### src/rtl/kme_ib_framer_pkg.sv
// ============================================================================
// Module      : kme_ib_framer_pkg
// Description : Shared tuser codes, GUID flag position and framer state
//               encoding for the KME inbound TLV framer.
// Revision    : 1.0 - initial release
// ============================================================================
`default_nettype none

`ifndef AXI_S_TID_WIDTH
`define AXI_S_TID_WIDTH 4
`endif

package kme_ib_framer_pkg;

    localparam logic [7:0] TUSER_SOT = 8'h01;
    localparam logic [7:0] TUSER_EOT = 8'h02;
    localparam logic [7:0] TUSER_MID = 8'h03;

    // Bit of mega word #2 that announces a trailing GUID TLV
    localparam int MEGA_GUID_BIT = 4;

    typedef enum logic [1:0] {
        IDLE = 2'd0,
        TLV  = 2'd1,
        MEGA = 2'd2,
        GUID = 2'd3
    } framer_state_t;

endpackage

`default_nettype wire

### src/rtl/kme_axis_skid.sv
// ============================================================================
// Module      : kme_axis_skid
// Description : Two-entry registered skid buffer. The output register drives
//               the downstream port; the skid register catches the one word
//               that arrives while the output is stalled.
// Revision    : 1.0 - initial release
// ============================================================================
`default_nettype none

module kme_axis_skid #(
    parameter int WIDTH = 8
) (
    input  logic             clk,
    input  logic             rst_n,
    input  logic             in_valid,
    output logic             in_ready,
    input  logic [WIDTH-1:0] in_data,
    output logic             out_valid,
    input  logic             out_ready,
    output logic [WIDTH-1:0] out_data
);

    logic             r_main_valid;
    logic             r_skid_valid;
    logic [WIDTH-1:0] r_main;
    logic [WIDTH-1:0] r_skid;
    logic             w_push;

    // Upstream is only refused when both entries are occupied
    assign in_ready  = !r_skid_valid;
    assign w_push    = in_valid && !r_skid_valid;
    assign out_valid = r_main_valid;
    assign out_data  = r_main;

    // Output register refills from skid first to preserve order
    always_ff @(posedge clk or negedge rst_n) begin
        if (!rst_n) begin
            r_main_valid <= 1'b0;
            r_skid_valid <= 1'b0;
            r_main       <= '0;
            r_skid       <= '0;
        end else if (!r_main_valid || out_ready) begin
            if (r_skid_valid) begin
                r_main       <= r_skid;
                r_main_valid <= 1'b1;
                r_skid_valid <= 1'b0;
            end else begin
                r_main_valid <= w_push;
                if (w_push) begin
                    r_main <= in_data;
                end
            end
        end else if (w_push) begin
            r_skid       <= in_data;
            r_skid_valid <= 1'b1;
        end
    end

endmodule

`default_nettype wire

### src/rtl/kme_ib_tlv_framer.sv
// ============================================================================
// Module      : kme_ib_tlv_framer
// Description : Classifies inbound KME TLV words, generates frame tlast
//               (mega TLV without GUID, or GUID TLV, ends a frame), flags
//               framing violations and forwards words through a skid stage.
//               Optional statistics counters: KME_IB_FRAMER_STATS_EN.
// Revision    : 1.0 - initial release
// ============================================================================
`default_nettype none

module kme_ib_tlv_framer #(
    parameter int TID_W         = `AXI_S_TID_WIDTH,
    parameter int DATA_W        = 64,
    parameter int STRB_W        = 8,
    parameter int USER_W        = 8,
    parameter int MEGA_TYPE_MIN = 21,
    parameter int GUID_TYPE     = 10,
    parameter int CNT_W         = 16
) (
    input  logic              clk,
    input  logic              rst_n,
    input  logic              s_tvalid,
    output logic              s_tready,
    input  logic [TID_W-1:0]  s_tid,
    input  logic [DATA_W-1:0] s_tdata,
    input  logic [STRB_W-1:0] s_tstrb,
    input  logic [USER_W-1:0] s_tuser,
    output logic              m_tvalid,
    input  logic              m_tready,
    output logic [TID_W-1:0]  m_tid,
    output logic [DATA_W-1:0] m_tdata,
    output logic [STRB_W-1:0] m_tstrb,
    output logic [USER_W-1:0] m_tuser,
    output logic              m_tlast,
    output logic              proto_err,
    output logic [CNT_W-1:0]  frame_cnt,
    output logic [CNT_W-1:0]  err_cnt
);

    import kme_ib_framer_pkg::*;

    localparam int         c_payload_w = TID_W + DATA_W + STRB_W + USER_W + 1;
    localparam logic [7:0] c_mega_min  = 8'(MEGA_TYPE_MIN);
    localparam logic [7:0] c_guid_type = 8'(GUID_TYPE);

    framer_state_t r_state, w_state_nxt;
    logic          r_have_guid, w_have_guid_nxt;
    logic [1:0]    r_mega_wc, w_mega_wc_nxt;
    logic          r_proto_err, w_err;
    logic          r_live;
    logic          w_skid_ready;
    logic          w_acc;
    logic          w_tlast;
    logic          w_is_sot, w_is_eot, w_is_mid;
    logic          w_guid_now;
    logic [7:0]    w_type;

    assign s_tready   = r_live && w_skid_ready;
    assign w_acc      = s_tvalid && s_tready;
    assign w_type     = s_tdata[7:0];
    assign w_is_sot   = (s_tuser == USER_W'(TUSER_SOT));
    assign w_is_eot   = (s_tuser == USER_W'(TUSER_EOT));
    assign w_is_mid   = (s_tuser == USER_W'(TUSER_MID));
    // GUID flag as seen by this word, including its own update when it is word #2
    assign w_guid_now = (r_mega_wc == 2'd1) ? s_tdata[MEGA_GUID_BIT] : r_have_guid;
    assign proto_err  = r_proto_err;

    // Holds s_tready low until the first clock after reset release
    always_ff @(posedge clk or negedge rst_n) begin
        if (!rst_n) r_live <= 1'b0;
        else        r_live <= 1'b1;
    end

    // Framer state, mega word count, GUID flag and registered error pulse
    always_ff @(posedge clk or negedge rst_n) begin
        if (!rst_n) begin
            r_state     <= IDLE;
            r_have_guid <= 1'b0;
            r_mega_wc   <= 2'd0;
            r_proto_err <= 1'b0;
        end else begin
            r_state     <= w_state_nxt;
            r_have_guid <= w_have_guid_nxt;
            r_mega_wc   <= w_mega_wc_nxt;
            r_proto_err <= w_err;
        end
    end

    // Next state, tlast and violation decode for each accepted word
    always_comb begin
        w_state_nxt     = r_state;
        w_have_guid_nxt = r_have_guid;
        w_mega_wc_nxt   = r_mega_wc;
        w_tlast         = 1'b0;
        w_err           = 1'b0;
        if (w_acc) begin
            if (w_is_sot) begin
                // A SoT always restarts classification, abandoning any open TLV
                w_err = (r_state != IDLE);
                if (w_type >= c_mega_min) begin
                    w_state_nxt     = MEGA;
                    w_have_guid_nxt = 1'b0;
                    w_mega_wc_nxt   = 2'd1;
                end else if (w_type == c_guid_type) begin
                    w_state_nxt = GUID;
                end else begin
                    w_state_nxt = TLV;
                end
            end else if (r_state == IDLE) begin
                w_err = 1'b1;
            end else if (w_is_eot) begin
                w_state_nxt = IDLE;
                case (r_state)
                    MEGA:    w_tlast = !w_guid_now;
                    GUID:    w_tlast = 1'b1;
                    default: w_tlast = 1'b0;
                endcase
            end else if (r_state == MEGA) begin
                w_have_guid_nxt = w_guid_now;
                if (r_mega_wc != 2'd3) begin
                    w_mega_wc_nxt = r_mega_wc + 2'd1;
                end
            end
            // Unknown tuser codes travel as middle words but are still flagged
            if (!(w_is_sot || w_is_eot || w_is_mid)) begin
                w_err = 1'b1;
            end
        end
    end

    kme_axis_skid #(
        .WIDTH (c_payload_w)
    ) u_skid (
        .clk       (clk),
        .rst_n     (rst_n),
        .in_valid  (s_tvalid && r_live),
        .in_ready  (w_skid_ready),
        .in_data   ({s_tid, s_tdata, s_tstrb, s_tuser, w_tlast}),
        .out_valid (m_tvalid),
        .out_ready (m_tready),
        .out_data  ({m_tid, m_tdata, m_tstrb, m_tuser, m_tlast})
    );

`ifdef KME_IB_FRAMER_STATS_EN
    logic [CNT_W-1:0] r_frame_cnt;
    logic [CNT_W-1:0] r_err_cnt;

    // Free-running wrap-around counters of closed frames and violations
    always_ff @(posedge clk or negedge rst_n) begin
        if (!rst_n) begin
            r_frame_cnt <= '0;
            r_err_cnt   <= '0;
        end else begin
            if (m_tvalid && m_tready && m_tlast) r_frame_cnt <= r_frame_cnt + CNT_W'(1);
            if (r_proto_err)                     r_err_cnt   <= r_err_cnt + CNT_W'(1);
        end
    end

    assign frame_cnt = r_frame_cnt;
    assign err_cnt   = r_err_cnt;
`else
    assign frame_cnt = '0;
    assign err_cnt   = '0;
`endif

endmodule

`default_nettype wire

### config.mk
export PLATFORM = sky130hd
export DESIGN_NAME = kme_ib_tlv_framer
export DESIGN_NICKNAME = d
export VERILOG_FILES = /design/src/rtl/kme_ib_framer_pkg.sv /design/src/rtl/kme_axis_skid.sv /design/src/rtl/kme_ib_tlv_framer.sv
export SDC_FILE = /design/constraint.sdc
export NUM_CORES = 1
export LEC_CHECK = 0
export ABC_AREA = 1
export BUFFER_PORTS_ARGS = -buffer_cell sky130_fd_sc_hd__buf_2
export CORE_ASPECT_RATIO = 1.5
export CORE_UTILIZATION = 25
export CTS_CLUSTER_SIZE = 28
export DETAILED_ROUTE_END_ITERATION = 10
export GPL_ROUTABILITY_DRIVEN = 0
export PLACE_DENSITY = 0.41
export SLEW_MARGIN = 20
export SYNTH_ARGS = -nofsm -noshare
export SYNTH_HDL_FRONTEND = slang
export SYNTH_SLANG_ARGS = --single-unit
### constraint.sdc
create_clock -name clk -period 3.1 [get_ports clk]
set_input_delay 0.62 -clock clk [delete_from_list [all_inputs] [get_ports clk]]
set_output_delay 0.62 -clock clk [all_outputs]
set_load 0.005 [all_outputs]
==> out/qor.yml <==
fin_crit_ns: 2.16
avgSynthCellArea_sq_um: 8.38
hpwl_um: 14100
relSlewSlack_pct: 36.8
synth_compound_area_share_pct: 7.84
synthesis.area_sq_mm: 0.00787
ys_seq_area_share_pct: 57.0
hold_viol_final: 0
firstDrtPassIters: 4
seqCellArea_sq_mm: 0.00448
design.die.area_sq_mm: 0.0322
first_iter_violations: 241
antenna_left: 0
clock_sinks: 179
core-area_sq_mm: 0.0310
period_share_pct: 69.7
power.density_mw_per_mm2: 679
rsz0062_at_grt: "false"
crit_fanout: 41
ios: 208
grt.total_usage_pct: 14.5
synth_fa_ha_area_share_pct: 0.477
worstMarginPinSlew_ns: 0.949
yosys.area_share.simple_pct: 26.7
cts.clk_slew.worst_paths_ns: 0.07
grt_pass1_wl_um: 35500
end_kind: "output pin"
viasPerCell: 4.22
cp.required_ns: 2.48
fin_skew_ns: 0.00983
drt-wirelength-per-cell_um: 14.5
holdWs_ns: 0.0468
port-buffer-count: 175
outcome: "completed"
die_y_um: 219
die_x_um: 147
fin_tns_setup_ns: 0
antenna_found_initial: 2
synthMuxAreaShare_pct: 0
power_leakage_uw: 0.00479
syn_inst: 939
drt_wl_total_um: 21900
cts_buffers: 17
first_global_vias: 6408
drc: 0
drive_above_1_share_pct: 20.8
cp-start-kind: "register"
post_cts_buffers: 0
synth.distinct_cells: 25
grt_start_max_net_pins: 93
area_growth_pct: 22.1
finalSetupViolations: 0
cts_tree: "built"
multiInputGateArea_sq_mm: 0.00288
synth-xor-area-share_pct: 0
crit_arrival_ns: 1.54
ctsResizeCount: 0
irDropWorstVdd_uv: 371
vias: 6388
cts.path.max_buffers: 2
synth_top_family_by_area: "simple AND/OR/NAND/NOR gates"
ys_seq_elements: 179
nets: 1183
start_util_pct: 25.3
cts-htree-levels: 4
yosys_warnings: 0
num_rows: 79
holdBufCountCts: 0
max_freq_ghz: 0.463
maxCapViolCount: 0
slew_violations: 0
clock_latency_ns: 0.45
crit_type: "register to output pin"
nFillCells: 3403
cts_root_buf: "clkbuf_16"
hold_path.class: "input port to asynchronous set/reset pin"
gr-total-overflow: 0
cells by family after synthesis:
family / Yosys count
AND/OR/NAND/NOR: 546
flip-flops: 179
other: 2
AO/OA/AOI/OAI: 101
adder cells (fa/ha/maj): 3
buffers and inverters: 108
layout make-up:
class                      instances  share of cell area, %
timing repair buffer             190                   11.0
tap                              405                   5.28
clock inverter                     9                   1.08
multi-input combinational        683                   30.0
clock buffer                      23                   4.98
antenna                            2                 0.0521
inverter                          21                  0.912
sequential                       179                   46.7
placed cells by master (no fill, tap or decap), types with 6 or more instances in the layout:
master       n
nand3_1      6
buf_4       10
dfrtp_1    178
conb_1      33
nand2_1    433
a31oi_1     84
nor2_1      95
clkbuf_16   17
inv_1       17
buf_2      174
o21ai_0      8
power by group:
| part | internal (uW) | switching [uW] |
|---|---|---|
| Combinational | 508 | 634 |
| Clock | 1250 | 949 |
| Sequential | 2890 | 292 |
| Total | 4640 | 1880 |
path summary, 6_finish.rpt:
kind	startpoint	slack [ns]	endpoint	depth (start not counted)
worst max-delay path	u_skid.r_skid_valid	0.94	s_tready	3
worst min-delay path	rst_n	0.05	u_skid.out_data[55]	1
worst max register to register	u_skid.r_skid_valid	1.12	u_skid.out_data[46]	5
worst min register to register	u_skid.r_skid[31]	0.47	u_skid.r_skid[31]	2
max in group asynchronous	rst_n	2.24	u_skid.out_data[18]	2
min in group clk	s_tstrb[0]	0.38	u_skid.r_skid[9]	3
routing by layer:
metal | part of all wire [%] | GRT usage [%]
met1 | 43 | 17.1
met2 | 51 | 25.0
met3 | 3.6 | 3.22
met4 | 2.1 | 6.60
met5 | 0 | 0
sequential cells by signal (all words and copies together), names as in the netlist:
name                 flops
u_skid.r_skid_valid      1
u_skid.out_valid         1
proto_err                1
u_skid.out_data         85
u_skid.r_skid           85
r_live                   1
r_state                  2
r_mega_wc                2
r_have_guid              1
stage by stage:
stage | std cells | power, uW | util (%) | area, sq um | setup slack, ns
final | 1512 | 6520 | 30.9 | 9600 | 0.940
after global placement | 1478 | 4380 | 29.0 | 9020 | 0.859
after global routing | 1512 | 6980 | 30.9 | 9600 | 0.779
after CTS | 1510 | 6670 | 30.9 | 9600 | 0.827
after detailed placement | 1478 | 4410 | 29.0 | 9020 | 0.824
after floorplan | 970 | 3850 | - | 7980 | 1.18
critical path, cell delays in order, from the launching register on:
cell,delay (ns)
dfrtp_4,0.43
buf_4,0.42
nor2_1,0.09
buf_2,0.15
synth_stat cells:
master / n / area (sq um)
nand3_1: 6 / 30.0
nand3_4: 1 / 17.5
buf_4: 41 / 308
a31oi_1: 84 / 526
ha_1: 3 / 37.5
nor3_1: 2 / 10.0
buf_2: 31 / 155
nor2_2: 3 / 18.8
inv_2: 3 / 11.3
buf_6: 3 / 33.8
nor2_1: 95 / 357
nor2_4: 1 / 11.3
a21oi_1: 4 / 20.0
clkbuf_1: 12 / 45.0
inv_1: 17 / 63.8
dfrtp_1: 179 / 4480
o21ai_1: 3 / 15.0
nand2_1: 433 / 1630
inv_4: 1 / 6.26
nand2_2: 1 / 6.26
conb_1: 2 / 7.51
a41oi_1: 1 / 8.76
nand4_1: 4 / 25.0
o21a_1: 1 / 7.51
o21ai_0: 8 / 40.0
No activity file was read; power rests on OpenSTA's default activity.
